==> src/rtl/spi_device_lite.sv <==
// SPI mode-0 target with TL-UL register access and RX/TX byte FIFOs.
// SPI pins are oversampled in clk_i; all frame logic runs from synchronised edges.

package tlul_pkg;
    localparam logic [2:0] PutFullData    = 3'h0;
    localparam logic [2:0] PutPartialData = 3'h1;
    localparam logic [2:0] Get            = 3'h4;
    localparam logic [2:0] AccessAck      = 3'h0;
    localparam logic [2:0] AccessAckData  = 3'h1;

    typedef struct packed {
        logic        a_valid;
        logic [2:0]  a_opcode;
        logic [2:0]  a_param;
        logic [1:0]  a_size;
        logic [7:0]  a_source;
        logic [31:0] a_address;
        logic [3:0]  a_mask;
        logic [31:0] a_data;
        logic        d_ready;
    } tl_h2d_t;

    typedef struct packed {
        logic        d_valid;
        logic [2:0]  d_opcode;
        logic [2:0]  d_param;
        logic [1:0]  d_size;
        logic [7:0]  d_source;
        logic        d_sink;
        logic [31:0] d_data;
        logic        d_error;
        logic        a_ready;
    } tl_d2h_t;
endpackage

module spi_device_lite_fifo #(
    parameter int Depth = 8,
    localparam int AW = $clog2(Depth),
    localparam int LW = AW + 1
) (
    input  logic          clk_i,
    input  logic          rst_ni,
    input  logic          push_i,
    input  logic [7:0]    wdata_i,
    input  logic          pop_i,
    input  logic          flush_i,
    output logic [7:0]    rdata_o,
    output logic          empty_o,
    output logic          full_o,
    output logic [LW-1:0] level_o,
    output logic          drop_o
);
    localparam logic [LW-1:0] FullLvl = LW'(Depth);

    logic [7:0]    mem_q [Depth];
    logic [LW-1:0] wptr_q, wptr_d, rptr_q, rptr_d;
    logic          do_pop, do_push;

    assign level_o = wptr_q - rptr_q;
    assign empty_o = (level_o == '0);
    assign full_o  = (level_o == FullLvl);
    assign rdata_o = mem_q[rptr_q[AW-1:0]];

    // A push into a full FIFO still succeeds when a pop frees a slot in the same cycle.
    assign do_pop  = pop_i & ~empty_o;
    assign do_push = push_i & (~full_o | do_pop);
    assign drop_o  = push_i & ~flush_i & ~do_push;

    always_comb begin
        wptr_d = wptr_q;
        rptr_d = rptr_q;
        if (flush_i) begin
            wptr_d = '0;
            rptr_d = '0;
        end else begin
            if (do_push) wptr_d = wptr_q + 1'b1;
            if (do_pop)  rptr_d = rptr_q + 1'b1;
        end
    end

    always_ff @(posedge clk_i or negedge rst_ni) begin
        if (!rst_ni) begin
            wptr_q <= '0;
            rptr_q <= '0;
        end else begin
            wptr_q <= wptr_d;
            rptr_q <= rptr_d;
        end
    end

    always_ff @(posedge clk_i) begin
        if (do_push && !flush_i) mem_q[wptr_q[AW-1:0]] <= wdata_i;
    end
endmodule

module spi_device_lite #(
    parameter int         FifoDepth = 8,
    parameter logic [7:0] IdleByte  = 8'hFF
) (
    input  logic               clk_i,
    input  logic               rst_ni,
    input  tlul_pkg::tl_h2d_t  tl_i,
    output tlul_pkg::tl_d2h_t  tl_o,
    input  logic               sclk_i,
    input  logic               ss_ni,
    input  logic               sd_i,
    output logic               sd_o,
    output logic               sd_oe_o,
    output logic               intr_rx_o,
    output logic               intr_tx_o
);
    import tlul_pkg::*;

    localparam int LW = $clog2(FifoDepth) + 1;

    typedef enum logic {StIdle, StActive} state_e;

    function automatic logic [3:0] sat4(input logic [LW-1:0] lvl);
        logic [4:0] l5;
        l5 = 5'(lvl);
        return l5[4] ? 4'hF : l5[3:0];
    endfunction

    state_e      state_q, state_d;
    logic [2:0]  sclk_sync_q, sclk_sync_d, ss_sync_q, ss_sync_d;
    logic [1:0]  sd_sync_q, sd_sync_d;
    logic [2:0]  bit_cnt_q, bit_cnt_d;
    logic        got_byte_q, got_byte_d;
    logic        sd_o_q, sd_o_d, sd_oe_q, sd_oe_d;
    logic [7:0]  tx_shift_q, tx_shift_d, rx_shift_q, rx_shift_d;
    logic        rx_ie_q, rx_ie_d, tx_ie_q, tx_ie_d;
    logic        rx_ovf_q, rx_ovf_d, tx_unf_q, tx_unf_d, tx_ovf_q, tx_ovf_d;
    logic        d_valid_q, d_valid_d, d_error_q, d_error_d;
    logic [2:0]  d_opcode_q, d_opcode_d;
    logic [1:0]  d_size_q, d_size_d;
    logic [7:0]  d_source_q, d_source_d;
    logic [31:0] d_data_q, d_data_d;

    logic        sclk_rise, sclk_fall, ss_fall, ss_rise, sd_s;
    logic        spi_tx_pop, spi_rx_push, tx_unf_set;
    logic [7:0]  tx_next;
    logic        accept, is_get, is_put, bus_err, bus_wr, bus_rd;
    logic [1:0]  reg_idx;
    logic        bus_rx_pop, bus_tx_push, ctrl_wr, clr_sticky, rx_flush, tx_flush;
    logic [31:0] rdata, status;

    logic [7:0]    rx_head, tx_head;
    logic          rx_empty, rx_full, tx_empty, tx_full, rx_drop, tx_drop;
    logic [LW-1:0] rx_level, tx_level;
    logic          unused_tl;

    assign unused_tl = ^{tl_i.a_param, tl_i.a_mask, tl_i.a_address[1:0], tl_i.a_data[31:11]};

    spi_device_lite_fifo #(.Depth(FifoDepth)) u_rx_fifo (
        .clk_i, .rst_ni,
        .push_i(spi_rx_push), .wdata_i(rx_shift_d), .pop_i(bus_rx_pop), .flush_i(rx_flush),
        .rdata_o(rx_head), .empty_o(rx_empty), .full_o(rx_full), .level_o(rx_level),
        .drop_o(rx_drop)
    );

    spi_device_lite_fifo #(.Depth(FifoDepth)) u_tx_fifo (
        .clk_i, .rst_ni,
        .push_i(bus_tx_push), .wdata_i(tl_i.a_data[7:0]), .pop_i(spi_tx_pop), .flush_i(tx_flush),
        .rdata_o(tx_head), .empty_o(tx_empty), .full_o(tx_full), .level_o(tx_level),
        .drop_o(tx_drop)
    );

    // Stage 2 of each chain is the synchronised pin; stage 3 is the edge reference.
    assign sclk_rise = sclk_sync_q[1] & ~sclk_sync_q[2];
    assign sclk_fall = ~sclk_sync_q[1] & sclk_sync_q[2];
    assign ss_fall   = ~ss_sync_q[1] & ss_sync_q[2];
    assign ss_rise   = ss_sync_q[1] & ~ss_sync_q[2];
    assign sd_s      = sd_sync_q[1];
    assign tx_next   = tx_empty ? IdleByte : tx_head;

    always_comb begin
        sclk_sync_d = {sclk_sync_q[1:0], sclk_i};
        ss_sync_d   = {ss_sync_q[1:0], ss_ni};
        sd_sync_d   = {sd_sync_q[0], sd_i};
    end

    always_comb begin
        state_d     = state_q;
        bit_cnt_d   = bit_cnt_q;
        got_byte_d  = got_byte_q;
        sd_o_d      = sd_o_q;
        sd_oe_d     = sd_oe_q;
        tx_shift_d  = tx_shift_q;
        rx_shift_d  = rx_shift_q;
        spi_tx_pop  = 1'b0;
        spi_rx_push = 1'b0;
        tx_unf_set  = 1'b0;
        case (state_q)
            StIdle: begin
                if (ss_fall) begin
                    state_d    = StActive;
                    bit_cnt_d  = 3'd0;
                    got_byte_d = 1'b0;
                    tx_shift_d = tx_next;
                    spi_tx_pop = ~tx_empty;
                    tx_unf_set = tx_empty;
                    sd_o_d     = tx_next[7];
                    sd_oe_d    = 1'b1;
                end
            end
            StActive: begin
                // Deselect wins over any clock edge seen in the same cycle.
                if (ss_rise) begin
                    state_d    = StIdle;
                    bit_cnt_d  = 3'd0;
                    got_byte_d = 1'b0;
                    sd_o_d     = 1'b1;
                    sd_oe_d    = 1'b0;
                end else if (sclk_rise) begin
                    rx_shift_d = {rx_shift_q[6:0], sd_s};
                    bit_cnt_d  = bit_cnt_q + 3'd1;
                    if (bit_cnt_q == 3'd7) begin
                        spi_rx_push = 1'b1;
                        got_byte_d  = 1'b1;
                    end
                end else if (sclk_fall) begin
                    if (bit_cnt_q != 3'd0) begin
                        tx_shift_d = {tx_shift_q[6:0], 1'b0};
                        sd_o_d     = tx_shift_q[6];
                    end else if (got_byte_q) begin
                        tx_shift_d = tx_next;
                        spi_tx_pop = ~tx_empty;
                        tx_unf_set = tx_empty;
                        sd_o_d     = tx_next[7];
                    end
                end
            end
            default: state_d = StIdle;
        endcase
    end

    assign accept      = tl_i.a_valid & ~d_valid_q;
    assign is_get      = (tl_i.a_opcode == Get);
    assign is_put      = (tl_i.a_opcode == PutFullData) | (tl_i.a_opcode == PutPartialData);
    assign reg_idx     = tl_i.a_address[3:2];
    assign bus_err     = (tl_i.a_address[31:4] != 28'd0) | ~(is_get | is_put);
    assign bus_wr      = accept & is_put & ~bus_err;
    assign bus_rd      = accept & is_get & ~bus_err;
    assign bus_rx_pop  = bus_rd & (reg_idx == 2'd0) & ~rx_empty;
    assign bus_tx_push = bus_wr & (reg_idx == 2'd1);
    assign ctrl_wr     = bus_wr & (reg_idx == 2'd3);
    assign clr_sticky  = ctrl_wr & tl_i.a_data[8];
    assign rx_flush    = ctrl_wr & tl_i.a_data[9];
    assign tx_flush    = ctrl_wr & tl_i.a_data[10];

    assign status = {16'd0, sat4(tx_level), sat4(rx_level), (state_q == StActive),
                     tx_ovf_q, tx_unf_q, rx_ovf_q, tx_full, tx_empty, rx_full, rx_empty};

    always_comb begin
        rdata = 32'd0;
        case (reg_idx)
            2'd0:    rdata = rx_empty ? 32'd0 : {24'd0, rx_head};
            2'd2:    rdata = status;
            2'd3:    rdata = {30'd0, tx_ie_q, rx_ie_q};
            default: rdata = 32'd0;
        endcase
    end

    always_comb begin
        rx_ie_d    = ctrl_wr ? tl_i.a_data[0] : rx_ie_q;
        tx_ie_d    = ctrl_wr ? tl_i.a_data[1] : tx_ie_q;
        rx_ovf_d   = rx_drop    | (rx_ovf_q & ~clr_sticky);
        tx_unf_d   = tx_unf_set | (tx_unf_q & ~clr_sticky);
        tx_ovf_d   = tx_drop    | (tx_ovf_q & ~clr_sticky);
        d_valid_d  = accept | (d_valid_q & ~tl_i.d_ready);
        d_opcode_d = d_opcode_q;
        d_size_d   = d_size_q;
        d_source_d = d_source_q;
        d_data_d   = d_data_q;
        d_error_d  = d_error_q;
        if (accept) begin
            d_opcode_d = is_get ? AccessAckData : AccessAck;
            d_size_d   = tl_i.a_size;
            d_source_d = tl_i.a_source;
            d_data_d   = bus_rd ? rdata : 32'd0;
            d_error_d  = bus_err;
        end
    end

    always_ff @(posedge clk_i or negedge rst_ni) begin
        if (!rst_ni) begin
            state_q     <= StIdle;
            sclk_sync_q <= 3'b000;
            ss_sync_q   <= 3'b111;
            sd_sync_q   <= 2'b00;
            bit_cnt_q   <= 3'd0;
            got_byte_q  <= 1'b0;
            sd_o_q      <= 1'b1;
            sd_oe_q     <= 1'b0;
            rx_ie_q     <= 1'b0;
            tx_ie_q     <= 1'b0;
            rx_ovf_q    <= 1'b0;
            tx_unf_q    <= 1'b0;
            tx_ovf_q    <= 1'b0;
            d_valid_q   <= 1'b0;
            d_opcode_q  <= 3'd0;
            d_size_q    <= 2'd0;
            d_source_q  <= 8'd0;
            d_data_q    <= 32'd0;
            d_error_q   <= 1'b0;
        end else begin
            state_q     <= state_d;
            sclk_sync_q <= sclk_sync_d;
            ss_sync_q   <= ss_sync_d;
            sd_sync_q   <= sd_sync_d;
            bit_cnt_q   <= bit_cnt_d;
            got_byte_q  <= got_byte_d;
            sd_o_q      <= sd_o_d;
            sd_oe_q     <= sd_oe_d;
            rx_ie_q     <= rx_ie_d;
            tx_ie_q     <= tx_ie_d;
            rx_ovf_q    <= rx_ovf_d;
            tx_unf_q    <= tx_unf_d;
            tx_ovf_q    <= tx_ovf_d;
            d_valid_q   <= d_valid_d;
            d_opcode_q  <= d_opcode_d;
            d_size_q    <= d_size_d;
            d_source_q  <= d_source_d;
            d_data_q    <= d_data_d;
            d_error_q   <= d_error_d;
        end
    end

    always_ff @(posedge clk_i) begin
        tx_shift_q <= tx_shift_d;
        rx_shift_q <= rx_shift_d;
    end

    always_comb begin
        tl_o          = '0;
        tl_o.d_valid  = d_valid_q;
        tl_o.d_opcode = d_opcode_q;
        tl_o.d_size   = d_size_q;
        tl_o.d_source = d_source_q;
        tl_o.d_data   = d_data_q;
        tl_o.d_error  = d_error_q;
        tl_o.a_ready  = ~d_valid_q;
    end

    assign sd_o      = sd_o_q;
    assign sd_oe_o   = sd_oe_q;
    assign intr_rx_o = rx_ie_q & ~rx_empty;
    assign intr_tx_o = tx_ie_q & tx_empty;
endmodule

==> config.mk <==
export PLATFORM = sky130hd
export DESIGN_NAME = spi_device_lite
export DESIGN_NICKNAME = d
export VERILOG_FILES = /design/src/rtl/spi_device_lite.sv
export SDC_FILE = /design/constraint.sdc
export NUM_CORES = 1
export LEC_CHECK = 0
export ABC_AREA = 1
export CELL_PAD_IN_SITES_DETAIL_PLACEMENT = 1
export CELL_PAD_IN_SITES_GLOBAL_PLACEMENT = 2
export CORE_UTILIZATION = 37
export DETAILED_ROUTE_END_ITERATION = 8
export PLACE_DENSITY_LB_ADDON = 0.1
export SLEW_MARGIN = 15
export SYNTH_ARGS = -nofsm -noshare
export SYNTH_HDL_FRONTEND = slang
export SYNTH_SLANG_ARGS = --single-unit
==> constraint.sdc <==
create_clock -name clk_i -period 8 [get_ports clk_i]
set_input_delay 1.2 -clock clk_i [delete_from_list [all_inputs] [get_ports clk_i]]
set_output_delay 1.2 -clock clk_i [all_outputs]
set_load 0.03 [all_outputs]
== Yosys cells after proc, flatten, opt, wreduce, memory -nomap -nowiden ==
Memories as Yosys holds them, arrays and structs flattened.
Index checks and enable logic that the tools add are counted.

* Word-level logic and storage cells: 196
* Bits in writable memories: 128
* Register bits after elaboration: 98
* Output and inout bits: 56
* Memories kept: 2

{| class="wikitable"
|+ Memory list
! name !! depth !! bits a word !! read ports !! clocked after memory_dff !! write ports !! RTL line !! RTL
|-
| u_rx_fifo.mem_q || 8 || 8 || 1 || 0 || 1 || 55 || <nowiki>logic [7:0] mem_q [Depth];</nowiki>
|-
| u_tx_fifo.mem_q || 8 || 8 || 1 || 0 || 1 || 55 ||
|}

* Multiplexer cells: 67
* $add $sub $neg: 7
* Bitwise logic cells: 57
* Reductions and logical operators: 19
* Eq/ne operators: 19

{| class="wikitable"
|+ Operator list
! cell !! count
|-
| 16-bit case mux with 3 select lines || 1
|-
| 7-bit 2-to-1 mux || 6
|-
| 8-bit 2-to-1 mux || 5
|-
| 1-bit 2-to-1 mux || 35
|-
| 32-bit 2-to-1 mux || 1
|-
| 4-bit 2-to-1 mux || 8
|-
| 1-bit bitwise AND || 30
|-
| 28-bit nonzero test || 1
|-
| 1-bit inverter || 18
|-
| 4-bit by 1-bit adder with 4-bit output, second input constant || 4
|-
| 7-bit case mux with 2 select lines || 1
|-
| 3-bit by 1-bit inequality test with 1-bit output, second input constant || 4
|-
| 1-bit case mux with 2 select lines || 6
|-
| 3-bit 2-to-1 mux || 3
|-
| 1-bit bitwise OR || 9
|-
| 4-bit equality test, second input constant || 2
|-
| 4-bit logical NOT || 2
|-
| 2-bit nonzero test || 4
|-
| 4-bit subtractor || 2
|-
| 3-bit equality test, second input constant || 2
|-
| 2-bit inequality test, second input constant || 3
|-
| 3-bit case mux with 2 select lines || 1
|-
| 5-bit AND reduction || 1
|-
| 2-bit equality test, second input constant || 2
|-
| other kinds (14) || 18
|}

== Logic depth before layout (Yosys ltp) ==
* Depth in word-level cells: 15
* Mapped depth: 13
* Depth with buffers taken out: 13

== Cells and area by module ==
A second synthesis with hierarchy kept.

* Cell total of the unflattened synthesis: 919
* Area, all modules: 9,424.0 µm²

{| class="wikitable"
|+ By module, submodules not included
! module !! seq. area each (µm²) !! times used !! area each (µm²) !! cells an instance
|-
| spi_device_lite_fifo || 2,122.0 || 2 || 3,190.6 || 276
|-
| spi_device_lite || 1,601.5 || 1 || 3,042.9 || 367
|}

== Worst setup path after synthesis ==
Ideal clock, no wire load.

* Kind: flip-flop to output port
* Start: register u_tx_fifo.rptr_q[1]
* End: output port intr_tx_o
* Path buffers: 2
* Cell stages (with the launch flop): 10
* Data required time: 6.800 ns
* Arrival time: 2.245 ns
* Setup slack: 4.555 ns
* Path through: dfrtp_1 > clkbuf_1 > inv_2 > buf_2 > fa_1 > xnor2_1 > nand3_1 > nor2_2 > inv_2 > nor2_1

* Word-level cells in the longest chain between the ends: 3

{| class="wikitable"
|+ Ends and longest elaborated chain
! item !! RTL line !! RTL
|-
| start, declared || 56 || <nowiki>logic [LW-1:0] wptr_q, wptr_d, rptr_q, rptr_d;</nowiki>
|-
| start signal, assigned || 87 || <nowiki>rptr_q <= rptr_d;</nowiki>
|-
| 4-bit subtractor || 59 || <nowiki>assign level_o = wptr_q - rptr_q;</nowiki>
|-
| 4-bit logical NOT || 60 || <nowiki>assign empty_o = (level_o == '0);</nowiki>
|-
| 1-bit bitwise AND || 348 || <nowiki>assign intr_tx_o = tx_ie_q & tx_empty;</nowiki>
|-
| end, declared || 110 || <nowiki>output logic intr_tx_o</nowiki>
|}

Every way passes these cells.

== Worst setup path in the final report ==
* Start: register u_rx_fifo.rptr_q[1]
* End: output port intr_rx_o

* Word-level cells in the longest chain between the ends: 4

{| class="wikitable"
|+ Ends and longest elaborated chain
! item !! RTL line !! RTL
|-
| start, declared || 56 ||
|-
| start signal, assigned || 87 ||
|-
| 4-bit subtractor || 59 ||
|-
| 4-bit logical NOT || 60 ||
|-
| 1-bit inverter || 347 || <nowiki>assign intr_rx_o = rx_ie_q & ~rx_empty;</nowiki>
|-
| 1-bit bitwise AND || 347 ||
|-
| end, declared || 109 || <nowiki>output logic intr_rx_o,</nowiki>
|}

Every way passes these cells.

==> impl_metrics.sql <==
INSERT INTO impl_metrics (metric_group, metric, value, unit) VALUES
('cts', 'postCtsSetupBuffers', '0', ''),
('pwr', 'powerDensity', '225', 'nW/um2'),
('pwr', 'power.total', '0.00252', 'W'),
('sta', 'layout_min_cycle_time', '5.35', 'ns'),
('finish', 'antenna_cells_inserted', '0', ''),
('logic_synthesis', 'synth-xor-area-share', '1.50', '%'),
('floorplanning', 'initial_utilization', '37.9', '%'),
('critical_path', 'crit_path_top_delay_cell', 'sky130_fd_sc_hd__dfrtp_1', ''),
('logic_synthesis', 'synth_compound_area_share', '7.23', '%'),
('sta', 'report.final.hold_viol_count', '0', ''),
('cts', 'cts_inserted_buffers', '24', ''),
('logic_synthesis', 'syn-mean-instance-area', '10.4', 'um2'),
('sta', 'number_of_pins_with_negative_max_slew_slack_in_the_final_report', '0', ''),
('critical_path', 'r2r_cells', '8', ''),
('critical_path', 'timing.critical_path.arrival', '4.15', 'ns'),
('logic_synthesis', 'yosys-mux-area-fraction', '0', '%'),
('critical_path', 'critical_path_cell_list', 'clkinv_1, fa_1, xnor2_1, nand3_1, inv_1, nand2_2, nand2_1, inv_1, clkdlybuf4s50_1', ''),
('cts', 'ctsRootBufferMaster', 'sky130_fd_sc_hd__clkbuf_16', ''),
('critical_path', 'critical_path.reg2reg.startpoint', 'u_rx_fifo.rptr_q[1]', ''),
('cts', 'tritoncts_clock_tree', 'yes', ''),
('critical_path', 'worst_r2r_endpoint', 'u_rx_fifo.mem_q[0][7]', ''),
('sta', 'final_setup_violation_count', '0', ''),
('logic_synthesis', 'synth.cell_area', '9250', 'um2'),
('place', 'place_congestion', '0.757', ''),
('sta', 'rsz0062_at_grt', 'no', ''),
('sta', 'skew', '0.00703', 'ns'),
('logic_synthesis', 'main_combinational_cell_family_by_area_after_synthesis', 'simple AND/OR/NAND/NOR gates', ''),
('cts', 'post_cts.resized_instances', '0', ''),
('floorplanning', 'overall_die_area', '25600', 'um2'),
('critical_path', 'critical_path.most_common_cell', 'sky130_fd_sc_hd__inv_1', ''),
('critical_path', 'cp_max_fanout', '19', ''),
('pwr', 'ir_drop', '0.172', 'mV'),
('critical_path', 'type_of_the_worst_setup_path', 'reg2out', ''),
('routing', 'route.vias.total', '6497', ''),
('logic_synthesis', 'synth-adder-area-share', '2.19', '%'),
('place', 'io_buffer_count', '94', ''),
('global_route', 'first_global_vias', '6686', ''),
('logic_synthesis', 'seq_area_frac_synth', '63.2', '%'),
('logic_synthesis', 'synthesis_stage_register_bit_count', '208', ''),
('routing', 'drt_pass1_iterations', '4', ''),
('status', 'outcome', 'complete, no violations', ''),
('critical_path', 'timing.critical_path.from_type', 'flop', ''),
('sta', 'worstMarginPinSlew', '1.19', 'ns'),
('routing', 'route.detailed.drc', '0', ''),
('logic_synthesis', 'yosysWarnings', '0', ''),
('global_route', 'grt_first_pass_wirelength', '37600', 'um'),
('place', 'dp_hpwl', '15600', 'um'),
('sta', 'fmax', '187', 'MHz'),
('floorplanning', 'ios', '147', ''),
('worst_hold_path', 'timing.hold.worst.class', 'reg2reg', ''),
('cts', 'insertion_delay', '0.51', 'ns'),
('pwr', 'leakagePower', '4.47', 'nW'),
('critical_path', 'crit_start', 'u_rx_fifo.rptr_q[1]', ''),
('global_route', 'grt_antenna_before_repair', '0', ''),
('sta', 'final_min_period_over_clock_period', '66.8', '%'),
('cts', 'htree_levels', '1', ''),
('cts', 'maximum_clock_path_buffer_count', '3', ''),
('global_route', 'grt_overflow_total', '0', ''),
('floorplanning', 'row_count', '57', ''),
('finish', 'area_growth_syn_to_layout', '21.0', '%'),
('critical_path', 'crit_end', 'intr_rx_o', ''),
('flow_run', 'drv.max_cap_violation_count', '0', ''),
('floorplanning', 'die_width', '160', 'um'),
('sta', 'timing.setup.tns', '0', 'ns'),
('global_route', 'grt.total_usage', '18.7', '%'),
('logic_synthesis', 'synth_cell_types', '42', ''),
('routing', 'route.detailed.wl_per_inst', '17.7', 'um'),
('finish', 'postLayoutCoreUtil', '45.9', '%'),
('cts', 'clock_transition_at_path_regs', '0.06', 'ns'),
('logic_synthesis', 'yosys.area_share.simple', '19.3', '%'),
('logic_synthesis', 'number_of_synthesized_flops_with_an_enable_pin', '135', '');
power breakdown:
| part | switching [W] | total [W] | internal [W] |
|---|---|---|---|
| sequential | 0.0000147 | 0.00122 | 0.00120 |
| clock | 0.000434 | 0.00110 | 0.000663 |
| combinational | 0.000138 | 0.000205 | 0.0000673 |
area by class of cell:
class                      count  area, um2
fill                        2755      13200
sequential                   208       5850
multi-input combinational    575       2880
timing repair buffer          98        968
clock buffer                  32        682
tap                          324        405
inverter                      76        287
clock inverter                12        116
cell usage after synthesis, drive strengths merged, types with 8 or more instances:
cell	n	share of area (%)
nand2	193	8.1
o221ai	8	0.76
nand3	82	4.7
ha	13	1.8
dfxtp	8	1.7
edfxtp	135	44
a21oi	21	1.1
buf	37	2.7
xor2	10	0.95
o21ai	69	3.9
inv	72	2.9
nand4	13	0.95
dfrtp	61	17
nor2	113	5.2
clkbuf	17	0.69
cells by family after synthesis:
group | Yosys count
AO/OA/AOI/OAI | 116
XOR/XNOR | 15
adder cells (fa/ha/maj) | 15
buffers and inverters | 130
flip-flops | 208
other | 1
AND/OR/NAND/NOR | 407
routing by layer:
metal | vias up | GRT usage [%] | share of wire, %
met4 | 0 | 4.11 | 1.6
li1 | 3173 | - | -
met3 | 32 | 2.62 | 5.3
met1 | 3148 | 27.0 | 47
met2 | 144 | 29.9 | 46
met5 | - | 0 | 0
stage by stage:
step                cells  instance area (um2)  setup WS (ns)
finish               1325                11200           2.65
global route         1325                11200           2.41
CTS                  1325                11200           2.63
detailed placement   1281                10400           3.19
global placement     1281                10400           3.23
floorplan             913                 9330           4.55
how the worst min path moves through the flow:
stage | startpoint | endpoint | slack [ns] | cells past startpoint
finish | ss_sync_q[0] | ss_sync_q[1] | 0.36 | 0
global route | ss_sync_q[0] | ss_sync_q[1] | 0.36 | 0
CTS | ss_sync_q[0] | ss_sync_q[1] | 0.36 | 0
detailed placement | ss_sync_q[0] | ss_sync_q[1] | 0.35 | 0
global placement | sd_sync_q[0] | sd_sync_q[1] | 0.34 | 0
floorplan | sclk_sync_q[0] | sclk_sync_q[1] | 0.33 | 0
flip-flops by register name (all words and copies together), names as in the netlist, 2 cells and up:
signal            cells
d_source_q            8
u_tx_fifo.mem_q      64
d_size_q              2
rx_shift_q            8
u_rx_fifo.mem_q      64
bit_cnt_q             3
u_tx_fifo.wptr_q      4
u_tx_fifo.rptr_q      4
tx_shift_q            7
u_rx_fifo.wptr_q      4
sclk_sync_q           3
ss_sync_q             3
d_data_q             16
u_rx_fifo.rptr_q      4
sd_sync_q             2
critical path: cells and delay by family (launching register included):
kind | cells | cell delay [ns]
flops | 1 | 0.84
simple gates | 3 | 0.34
xor+xnor | 1 | 0.20
fa+ha+maj | 1 | 0.67
buf+inv | 4 | 1.57
Note: power is estimated with default switching activity, not from simulation.
